`config.mk`:
```
export PLATFORM = sky130hd
export DESIGN_NAME = vec_mem_seq_flat
export DESIGN_NICKNAME = d
export VERILOG_FILES = /design/src/rtl/vec_mem_seq_if.sv /design/src/rtl/vec_mem_seq.sv /design/src/flat_wrapper.sv
export SDC_FILE = /design/constraint.sdc
export NUM_CORES = 1
export LEC_CHECK = 0
export ABC_AREA = 1
export BUFFER_PORTS_ARGS = -buffer_cell sky130_fd_sc_hd__buf_2
export CORE_MARGIN = 1
export CORE_UTILIZATION = 30
export CTS_CLUSTER_DIAMETER = 120
export DETAILED_ROUTE_END_ITERATION = 16
export RECOVER_POWER = 100
export SKIP_CTS_REPAIR_TIMING = 1
export SYNTH_ARGS = -nofsm -noshare
export SYNTH_HDL_FRONTEND = slang
export SYNTH_SLANG_ARGS = --single-unit
export TNS_END_PERCENT = 1
```
`constraint.sdc`:
```
create_clock -name clk -period 3.2 [get_ports clk]
set_input_delay 0.16 -clock clk [delete_from_list [all_inputs] [get_ports clk]]
set_output_delay 0.16 -clock clk [all_outputs]
set_load 0.005 [all_outputs]
```
`src/rtl/vec_mem_seq_if.sv`:
```
// Bus bundle between the vector memory stage, the sequencer and the scalar dmem port.
// slave = sequencer side, master = pipeline/memory side.
interface vec_mem_seq_if #(
    parameter int LANES  = 16,
    parameter int LANE_W = 16
);
    localparam int VEC_W = LANES * LANE_W;

    logic              req_valid;
    logic              req_ready;
    logic              req_we;
    logic [31:0]       req_addr;
    logic [VEC_W-1:0]  req_wdata;
    logic              resp_valid;
    logic              resp_ready;
    logic [VEC_W-1:0]  resp_rdata;
    logic              busy;
    logic [31:0]       mem_addr;
    logic              mem_w_enable;
    logic              mem_src_sel;
    logic [LANE_W-1:0] mem_w_data;
    logic [LANE_W-1:0] mem_q;

    modport slave (
        input  req_valid, req_we, req_addr, req_wdata, resp_ready, mem_q,
        output req_ready, resp_valid, resp_rdata, busy,
               mem_addr, mem_w_enable, mem_src_sel, mem_w_data
    );

    modport master (
        output req_valid, req_we, req_addr, req_wdata, resp_ready, mem_q,
        input  req_ready, resp_valid, resp_rdata, busy,
               mem_addr, mem_w_enable, mem_src_sel, mem_w_data
    );
endinterface

```
`src/rtl/vec_mem_seq.sv`:
```
// Vector load/store sequencer: splits one 256-bit request into 16 halfword
// accesses on the scalar dmem port and gathers load data back into one vector.
//
// state | meaning
// IDLE  | ready for a request
// WRITE | issuing one store lane per cycle
// READ  | issuing one load address per cycle
// DRAIN | waiting RD_LAT cycles for the last load data
// DONE  | response valid, waiting for resp_ready
module vec_mem_seq #(
    parameter int LANES  = 16,
    parameter int LANE_W = 16,
    parameter int RD_LAT = 1
) (
    input logic         clk,
    input logic         rst_n,
    vec_mem_seq_if.slave bus
);
    localparam int VEC_W = LANES * LANE_W;
    localparam int IDX_W = $clog2(LANES);

    typedef enum logic [2:0] {
        IDLE  = 3'd0,
        WRITE = 3'd1,
        READ  = 3'd2,
        DRAIN = 3'd3,
        DONE  = 3'd4
    } state_t;

    state_t            state;
    state_t            state_nxt;
    logic [31:0]       base_q;
    logic [VEC_W-1:0]  wdata_q;
    logic [IDX_W-1:0]  lane_q;
    logic [1:0]        drain_cnt;
    logic [VEC_W-1:0]  rdata_q;
    logic              cap_vld [RD_LAT];
    logic [IDX_W-1:0]  cap_idx [RD_LAT];

    logic accept;
    logic last_lane;
    logic drain_done;

    assign accept     = (state == IDLE) && bus.req_valid;
    assign last_lane  = (lane_q == IDX_W'(LANES - 1));
    assign drain_done = (drain_cnt == 2'd0);

    always_ff @(posedge clk or negedge rst_n) begin
        if (!rst_n) state <= IDLE;
        else        state <= state_nxt;
    end

    always_comb begin
        state_nxt = state;
        case (state)
            IDLE:    if (accept) state_nxt = bus.req_we ? WRITE : READ;
            WRITE:   if (last_lane) state_nxt = DONE;
            READ:    if (last_lane) state_nxt = DRAIN;
            DRAIN:   if (drain_done) state_nxt = DONE;
            DONE:    if (bus.resp_ready) state_nxt = IDLE;
            default: state_nxt = IDLE;
        endcase
    end

    always_ff @(posedge clk or negedge rst_n) begin
        if (!rst_n) begin
            base_q    <= '0;
            wdata_q   <= '0;
            lane_q    <= '0;
            drain_cnt <= '0;
        end else begin
            if (accept) begin
                base_q  <= bus.req_addr;
                wdata_q <= bus.req_wdata;
                lane_q  <= '0;
            end else if (state == WRITE || state == READ) begin
                lane_q <= lane_q + 1'b1;
            end
            // Down-counter for the read latency tail; DRAIN exits at terminal count 0.
            if (state == READ && last_lane)
                drain_cnt <= 2'(RD_LAT - 1);
            else if (state == DRAIN && !drain_done)
                drain_cnt <= drain_cnt - 2'd1;
        end
    end

    // Lane tags travel alongside the RAM read latency so each returning halfword
    // lands in the lane whose address produced it.
    always_ff @(posedge clk or negedge rst_n) begin
        if (!rst_n) begin
            for (int i = 0; i < RD_LAT; i++) begin
                cap_vld[i] <= 1'b0;
                cap_idx[i] <= '0;
            end
        end else begin
            cap_vld[0] <= (state == READ);
            cap_idx[0] <= lane_q;
            for (int i = 1; i < RD_LAT; i++) begin
                cap_vld[i] <= cap_vld[i-1];
                cap_idx[i] <= cap_idx[i-1];
            end
        end
    end

    always_ff @(posedge clk or negedge rst_n) begin
        if (!rst_n)
            rdata_q <= '0;
        else if (accept)
            rdata_q <= '0;
        else if (cap_vld[RD_LAT-1])
            rdata_q[cap_idx[RD_LAT-1]*LANE_W +: LANE_W] <= bus.mem_q;
    end

    assign bus.req_ready    = (state == IDLE);
    assign bus.busy         = (state != IDLE);
    assign bus.resp_valid   = (state == DONE);
    assign bus.resp_rdata   = rdata_q;
    assign bus.mem_src_sel  = 1'b0;
    assign bus.mem_w_enable = (state == WRITE);
    assign bus.mem_addr     = (state == WRITE || state == READ) ? base_q + 32'(lane_q) : 32'd0;
    assign bus.mem_w_data   = (state == WRITE) ? wdata_q[lane_q*LANE_W +: LANE_W] : '0;
endmodule

```
`src/flat_wrapper.sv`:
```
// flat-port wrapper written by rule: the top's interface ports become plain ports
module vec_mem_seq_flat 
#(
    parameter int LANES  = 16,
    parameter int LANE_W = 16,
    parameter int RD_LAT = 1
)
  (clk, rst_n, bus_req_valid, bus_req_we, bus_req_addr, bus_req_wdata, bus_resp_ready, bus_mem_q, bus_req_ready, bus_resp_valid, bus_resp_rdata, bus_busy, bus_mem_addr, bus_mem_w_enable, bus_mem_src_sel, bus_mem_w_data);
  vec_mem_seq_if #(.LANES(LANES), .LANE_W(LANE_W)) bus_i ();
  input logic clk;
  input logic rst_n;
  input wire logic [$bits(bus_i.req_valid)-1:0] bus_req_valid;
  input wire logic [$bits(bus_i.req_we)-1:0] bus_req_we;
  input wire logic [$bits(bus_i.req_addr)-1:0] bus_req_addr;
  input wire logic [$bits(bus_i.req_wdata)-1:0] bus_req_wdata;
  input wire logic [$bits(bus_i.resp_ready)-1:0] bus_resp_ready;
  input wire logic [$bits(bus_i.mem_q)-1:0] bus_mem_q;
  output wire logic [$bits(bus_i.req_ready)-1:0] bus_req_ready;
  output wire logic [$bits(bus_i.resp_valid)-1:0] bus_resp_valid;
  output wire logic [$bits(bus_i.resp_rdata)-1:0] bus_resp_rdata;
  output wire logic [$bits(bus_i.busy)-1:0] bus_busy;
  output wire logic [$bits(bus_i.mem_addr)-1:0] bus_mem_addr;
  output wire logic [$bits(bus_i.mem_w_enable)-1:0] bus_mem_w_enable;
  output wire logic [$bits(bus_i.mem_src_sel)-1:0] bus_mem_src_sel;
  output wire logic [$bits(bus_i.mem_w_data)-1:0] bus_mem_w_data;
  assign bus_i.req_valid = bus_req_valid;
  assign bus_i.req_we = bus_req_we;
  assign bus_i.req_addr = bus_req_addr;
  assign bus_i.req_wdata = bus_req_wdata;
  assign bus_i.resp_ready = bus_resp_ready;
  assign bus_i.mem_q = bus_mem_q;
  assign bus_req_ready = bus_i.req_ready;
  assign bus_resp_valid = bus_i.resp_valid;
  assign bus_resp_rdata = bus_i.resp_rdata;
  assign bus_busy = bus_i.busy;
  assign bus_mem_addr = bus_i.mem_addr;
  assign bus_mem_w_enable = bus_i.mem_w_enable;
  assign bus_mem_src_sel = bus_i.mem_src_sel;
  assign bus_mem_w_data = bus_i.mem_w_data;
  vec_mem_seq #(.LANES(LANES), .LANE_W(LANE_W), .RD_LAT(RD_LAT)) u_core (.clk(clk), .rst_n(rst_n), .bus(bus_i));
endmodule
```
==> run_results.csv, run 1 <==
group,metric,value,unit
worst_setup_path,r2r_start,"u_core.state[1]$_DFFE_PN0P_",
sta,worst_slack,0.0755,ns
worst_setup_path,rrSetupSlack,0.30,ns
outcome,outcome,"finished, violations left",
synth,synth_compound_area_share,6.03,%
detailed_routing,via_per_inst,4.87,
power,peakVddDrop,0.431,mV
grt,grt.total_usage,22.6,%
synth,ys_warn_count,0,
worst_setup_path,crit_path_max_fanout,129,
sta,hold_viol,0,
clock_tree,clock_latency,0.61,ns
clock_tree,root_buffer,"clkbuf_16",
grt,first_global_vias,24300,
synth,synth_edf_count,0,
grt,grt_use_met1,28.7,%
synth,synth_mux_area_share,0,%
sta,whs,0.0427,ns
synth,synth_fp_nets,3716,
placement,placed_area,0.0305,mm²
sta,fmax,320,MHz
detailed_routing,drtPass1Iterations,8,
grt,busiest_layer,"met2",
worst_setup_path,cp_data_arrival_time,2.96,ns
synth,synth.distinct_cells,41,
placement,place_ws,0.501,ns
sta,max_slew_margin,-59.4,%
die,die_area,0.0879,mm²
detailed_routing,ant_nets,0,
synth,avgSynthCellArea,7.66,µm²
clock_tree,clk_pin_slew,0.06,ns
outcome,violations,"capacitance limit, slew limit",
synth,synth-xor-area-share,0.476,%
die,die_w,296,µm
synth,synth-simple-area-share,34.3,%
worst_setup_path,critPathSlowestCell,"o211ai_1",
grt,grt_pass1_wl,150,mm
synth,netlist_instances,3398,
grt,grt-ovfl-total,0,
worst_setup_path,required,3.04,ns
synth,ys_seq_area_share,53.7,%
sta,maxSlewViolCount,74,
finish,postLayoutCellArea,0.0355,mm²
finish,final_util,41.5,%
worst_setup_path,reg2reg_depth,6,
synth,synth_top_family_by_area,"simple AND/OR/NAND/NOR gates",
die,start_util,30.4,%
grt,gr-usage-met3,4.18,%
finish,fin_nets,4587,
worst_hold_path,hold_start,"bus_req_valid",
clock_tree,cts_num_sinks,558,
grt,antenna_found_initial,9,
job,cap_viol_max_count,1,
sta,fin_skew,0.0211,ns
synth,synthFlopType,"dfrtp_1",
sta,rsz0062_at_grt,"true",
placement,post-dp-hpwl,75.2,mm
grt,grt_max_degree,239,
synth,async_reset_ff_share,100,%
detailed_routing,routedWlPerCell,19.6,µm
worst_setup_path,cp-start-kind,"flop",
worst_hold_path,min_path_cells,4,
die,core,0.0855,mm²
finish,syn2layout_area_growth,36.6,%
die,die_h,296,µm
detailed_routing,num_vias,26600,
worst_hold_path,hp-class,"in2reg",
detailed_routing,drt_wl_total,107,mm
clock_tree,cts_tree,"done",
detailed_routing,drc_errors,0,
finish,mostFrequentLayoutCells,"1478 x nand2_1, 556 x dfrtp_1, 399 x buf_2",
grt,met2_usage,36.9,%
clock_tree,htree_levels,3,
power,leakage,18.3,nW
worst_hold_path,hold_end,"u_core.state[0]$_DFFE_PN0P_",
worst_setup_path,cp_slowest_stage_delay,0.48,ns
sta,worst_pin_slew,2.39,ns
worst_setup_path,path_class,"reg2out",
sta,fin_crit,3.12,ns
worst_setup_path,timing.rr.end,"u_core.wdata_q[201]$_DFFE_PN0P_",
worst_setup_path,end_kind,"output port",
placement,routabilityCongestion,0.918,
synth,synth_area,0.0260,mm²
placement,portBuffers,616,
sta,setup_viol_count_final,0,
synth,synth-seq-cells,558,
sta,finalCritPeriodShare,97.6,%
clock_tree,clockBufferDepth,3,
die,rows,107,
worst_setup_path,cp_cell_sequence,"buf_12, o21ai_0, o211ai_1, nand3_1, a21oi_1, buf_2",
die,io_pins,618,
finish,final_common_cell,"nand2_1",
finish,drive_gt1_share,14.4,%
clock_tree,cts_buffers,66,
power,power.density,885,mW/mm²
synth,synth-adder-area-share,0.462,%
detailed_routing,dr.first_iter.drc_count,2301,
[synth_stat cells (7+ instances only)]
library cell	n	area [µm²]
nand2_1	1478	5550
dfrtp_1	558	14000
nor2_1	350	1310
nand3_1	268	1340
o21ai_0	204	1020
inv_1	105	394
clkbuf_1	104	390
buf_2	61	305
nand4_1	40	250
nor3_1	37	185
o211ai_1	32	240
a21oi_1	31	155
buf_1	26	97.6
o21ai_1	22	110
nor3_2	12	120
clkinv_1	9	33.8
ha_1	8	100
inv_2	8	30.0
xor2_1	7	61.3
[through the flow]
| stage | TNS (ns) | instances | total power (W) |
|---|---|---|---|
| 6_report | 0 | 5469 | 0.0314 |
| 4_1_cts | -0.0308 | 5158 | 0.0314 |
| 5_1_grt | -0.113 | 5466 | 0.0334 |
| 3_5_place_dp | 0 | 5038 | 0.0233 |
| 2_1_floorplan | 0 | 3398 | 0.0178 |
| 3_3_place_gp | 0 | 5038 | 0.0231 |
[cell families after synthesis]
| group | count (synthesis) |
|---|---|
| AO/OA/AOI/OAI | 295 |
| XOR/XNOR | 12 |
| AND/OR/NAND/NOR | 2204 |
| buffers and inverters | 319 |
| other | 1 |
| flip-flops | 558 |
| adder cells (fa/ha/maj) | 9 |
[area by class of cell]
| cell class | instances | area (µm²) |
|---|---|---|
| sequential | 558 | 14000 |
| clock buffer | 91 | 1920 |
| antenna | 4 | 10.0 |
| fill | 8726 | 50000 |
| clock inverter | 29 | 398 |
| inverter | 123 | 478 |
| timing repair buffer | 999 | 6580 |
| multi-input combinational | 2521 | 10700 |
| tap | 1144 | 1430 |
[sequential cells by signal, indices dropped and copies added (netlist names)]
signal                 cells
u_core.base_q             32
u_core.bus.resp_rdata    256
u_core.cap_idx             4
u_core.cap_vld             1
u_core.drain_cnt           2
u_core.lane_q              4
u_core.state               3
u_core.wdata_q           256
[power breakdown]
group | leakage, nW | internal, W | switching, W
logic | 9.85 | 0.00379 | 0.00880
clock network | 1.14 | 0.00475 | 0.00325
registers | 7.31 | 0.00927 | 0.00159
[how the worst max path moves through the flow]
stage                                                  end  cells past startpoint                         start
CTS                                       bus_mem_addr[18]                     10  u_core.lane_q[0]$_DFFE_PN0P_
floorplan           u_core.bus.resp_rdata[243]$_DFFE_PN0P_                     12   u_core.cap_idx[0]$_DFF_PN0_
finish                                   bus_mem_w_data[6]                      6  u_core.lane_q[0]$_DFFE_PN0P_
global route                            bus_mem_w_data[10]                      9  u_core.lane_q[0]$_DFFE_PN0P_
global placement    u_core.bus.resp_rdata[232]$_DFFE_PN0P_                     11   u_core.cap_idx[0]$_DFF_PN0_
detailed placement  u_core.bus.resp_rdata[104]$_DFFE_PN0P_                     11   u_core.cap_idx[0]$_DFF_PN0_
[layer usage]
metal,routed length (µm),up-vias
li1,-,12500
met1,43900,12700
met2,50600,1165
met3,7630,240
met4,5320,8
met5,49,-
[worst max-delay path, delay by kind of cell, from the launching register on]
family                 cells  cell delay (ns)
AND/OR/NAND/NOR            1             0.35
AO/OA/AOI/OAI              3             0.92
buffers and inverters      2             0.49
flip-flops                 1             0.47
Note: power is estimated with default switching activity, not from simulation.
==> run 2, diff against run 1 <==
--- a/config.mk
+++ b/config.mk
@@ -12,7 +12,9 @@
 export CTS_CLUSTER_DIAMETER = 120
 export DETAILED_ROUTE_END_ITERATION = 16
 export RECOVER_POWER = 100
+export SETUP_SLACK_MARGIN = 0.15
 export SKIP_CTS_REPAIR_TIMING = 1
+export SLEW_MARGIN = 20
 export SYNTH_ARGS = -nofsm -noshare
 export SYNTH_HDL_FRONTEND = slang
 export SYNTH_SLANG_ARGS = --single-unit
==> run 2 against run 1 <==
Against the previous run:
- the run still ends with capacitance limit, slew limit left
- hold slack better by 0.032 ns
- clock skew is 0.0013 ns lower
- clock-buffer cell count stayed put
- fmax is 1.1% higher
- final cell count hardly changed
- sequential power hardly changed
- global-route usage stayed put
- combinational power hardly changed
- critical endpoint unchanged
- largest power group unchanged
- highest routed layer unchanged
==> run_results.csv, run 2 (synthesis results as in run 1) <==
group,metric,value,unit
sta,worst_slack,0.110,ns
die,start_util,30.4,%
power,leakage,18.2,nW
grt,grt-ovfl-total,0,
detailed_routing,drt_wl_total,107,mm
outcome,violations,"capacitance limit, slew limit",
sta,fin_crit,3.09,ns
worst_setup_path,required,3.04,ns
finish,final_common_cell,"nand2_1",
clock_tree,cts_tree,"done",
placement,portBuffers,616,
grt,grt_max_degree,239,
worst_hold_path,hold_end,"u_core.state[0]$_DFFE_PN0P_",
sta,setup_viol_count_final,0,
clock_tree,clock_latency,0.61,ns
finish,drive_gt1_share,13.4,%
placement,post-dp-hpwl,75.2,mm
worst_setup_path,reg2reg_depth,8,
finish,syn2layout_area_growth,36.2,%
sta,worst_pin_slew,2.46,ns
worst_setup_path,end_kind,"output port",
sta,max_slew_margin,-63.9,%
worst_setup_path,path_class,"reg2out",
worst_hold_path,min_path_cells,4,
worst_setup_path,crit_path_max_fanout,129,
grt,antenna_found_initial,9,
finish,fin_nets,4588,
worst_hold_path,hp-class,"in2reg",
clock_tree,clk_pin_slew,0.06,ns
worst_setup_path,rrSetupSlack,0.22,ns
finish,final_util,41.4,%
die,rows,107,
sta,maxSlewViolCount,73,
clock_tree,clockBufferDepth,3,
clock_tree,cts_buffers,66,
placement,place_ws,0.501,ns
detailed_routing,ant_nets,0,
sta,rsz0062_at_grt,"true",
worst_setup_path,timing.rr.end,"u_core.bus.resp_rdata[62]$_DFFE_PN0P_",
finish,mostFrequentLayoutCells,"1476 x nand2_1, 556 x dfrtp_1, 358 x buf_2",
sta,whs,0.0750,ns
job,cap_viol_max_count,1,
detailed_routing,drtPass1Iterations,6,
grt,first_global_vias,24300,
clock_tree,cts_num_sinks,558,
detailed_routing,drc_errors,0,
worst_setup_path,cp_data_arrival_time,2.93,ns
grt,grt_pass1_wl,150,mm
grt,grt.total_usage,22.6,%
clock_tree,root_buffer,"clkbuf_16",
power,peakVddDrop,0.415,mV
detailed_routing,routedWlPerCell,19.7,µm
sta,fin_skew,0.0199,ns
detailed_routing,dr.first_iter.drc_count,2233,
outcome,outcome,"finished, violations left",
die,core,0.0855,mm²
power,power.density,885,mW/mm²
worst_setup_path,cp-start-kind,"flop",
die,die_w,296,µm
sta,finalCritPeriodShare,96.6,%
placement,routabilityCongestion,0.918,
sta,fmax,324,MHz
die,die_h,296,µm
sta,hold_viol,0,
clock_tree,htree_levels,3,
worst_hold_path,hold_start,"bus_req_valid",
die,die_area,0.0879,mm²
die,io_pins,618,
worst_setup_path,crit_start,"u_core.lane_q[0]$_DFFE_PN0P_",
detailed_routing,num_vias,26700,
detailed_routing,via_per_inst,4.89,
worst_setup_path,r2r_start,"u_core.cap_idx[0]$_DFF_PN0_",
## run 2: cell count changes in the layout (fill, tap and decap cells not counted), sizes merged
cell,delta
buf,-52
clkbuf,+53
## run 2: worst max-delay path, cell delays in order (launching register included)
cell and delay [ns]:
dfrtp_4 0.50, buf_16 0.31, o21ai_0 0.18, o211ai_1 0.43, nand3_1 0.33, a21oi_1 0.26
buf_2 0.16
## run 2: layer usage
| layer | up-vias | share of wire, % | GRT usage, % |
|---|---|---|---|
| met2 | 1225 | 47 | 36.9 |
| met4 | 6 | 5.0 | 10.9 |
| met5 | - | 0.033 | 0 |
| met3 | 242 | 7.1 | 4.18 |
| li1 | 12500 | - | - |
| met1 | 12700 | 41 | 28.7 |
## run 2: worst max-delay path by stage
stage | end | slack, ns | cells past startpoint
2_1_floorplan | u_core.bus.resp_rdata[243]$_DFFE_PN0P_ | 0.58 | 12
3_3_place_gp | u_core.bus.resp_rdata[232]$_DFFE_PN0P_ | 0.53 | 11
3_5_place_dp | u_core.bus.resp_rdata[104]$_DFFE_PN0P_ | 0.50 | 11
4_1_cts | bus_mem_addr[18] | -0.03 | 10
5_1_grt | u_core.wdata_q[201]$_DFFE_PN0P_ | -0.02 | 7
6_report | bus_mem_w_data[6] | 0.11 | 6
## run 2: final cells by class
| class | count | area [µm²] |
|---|---|---|
| antenna | 4 | 10.0 |
| clock buffer | 91 | 1920 |
| clock inverter | 29 | 398 |
| fill | 8745 | 50100 |
| inverter | 123 | 480 |
| multi-input combinational | 2521 | 10700 |
| sequential | 558 | 14000 |
| tap | 1144 | 1430 |
| timing repair buffer | 1000 | 6510 |
## run 2: metrics by stage
step                      setup TNS, ns  total power, W  std cells  cell area [µm²]
after floorplan                       0          0.0178       3398            26000
after global placement                0          0.0231       5038            30500
after detailed placement              0          0.0233       5038            30500
after CTS                       -0.0308          0.0314       5158            32800
after global routing            -0.0201          0.0334       5466            35400
final                                 0          0.0314       5470            35400
## run 2: power breakdown
part | switching [W] | total, W | leakage [nW] | internal, W
clock | 0.00325 | 0.00799 | 1.14 | 0.00475
sequential | 0.00160 | 0.0109 | 7.31 | 0.00927
combinational | 0.00879 | 0.0125 | 9.72 | 0.00372
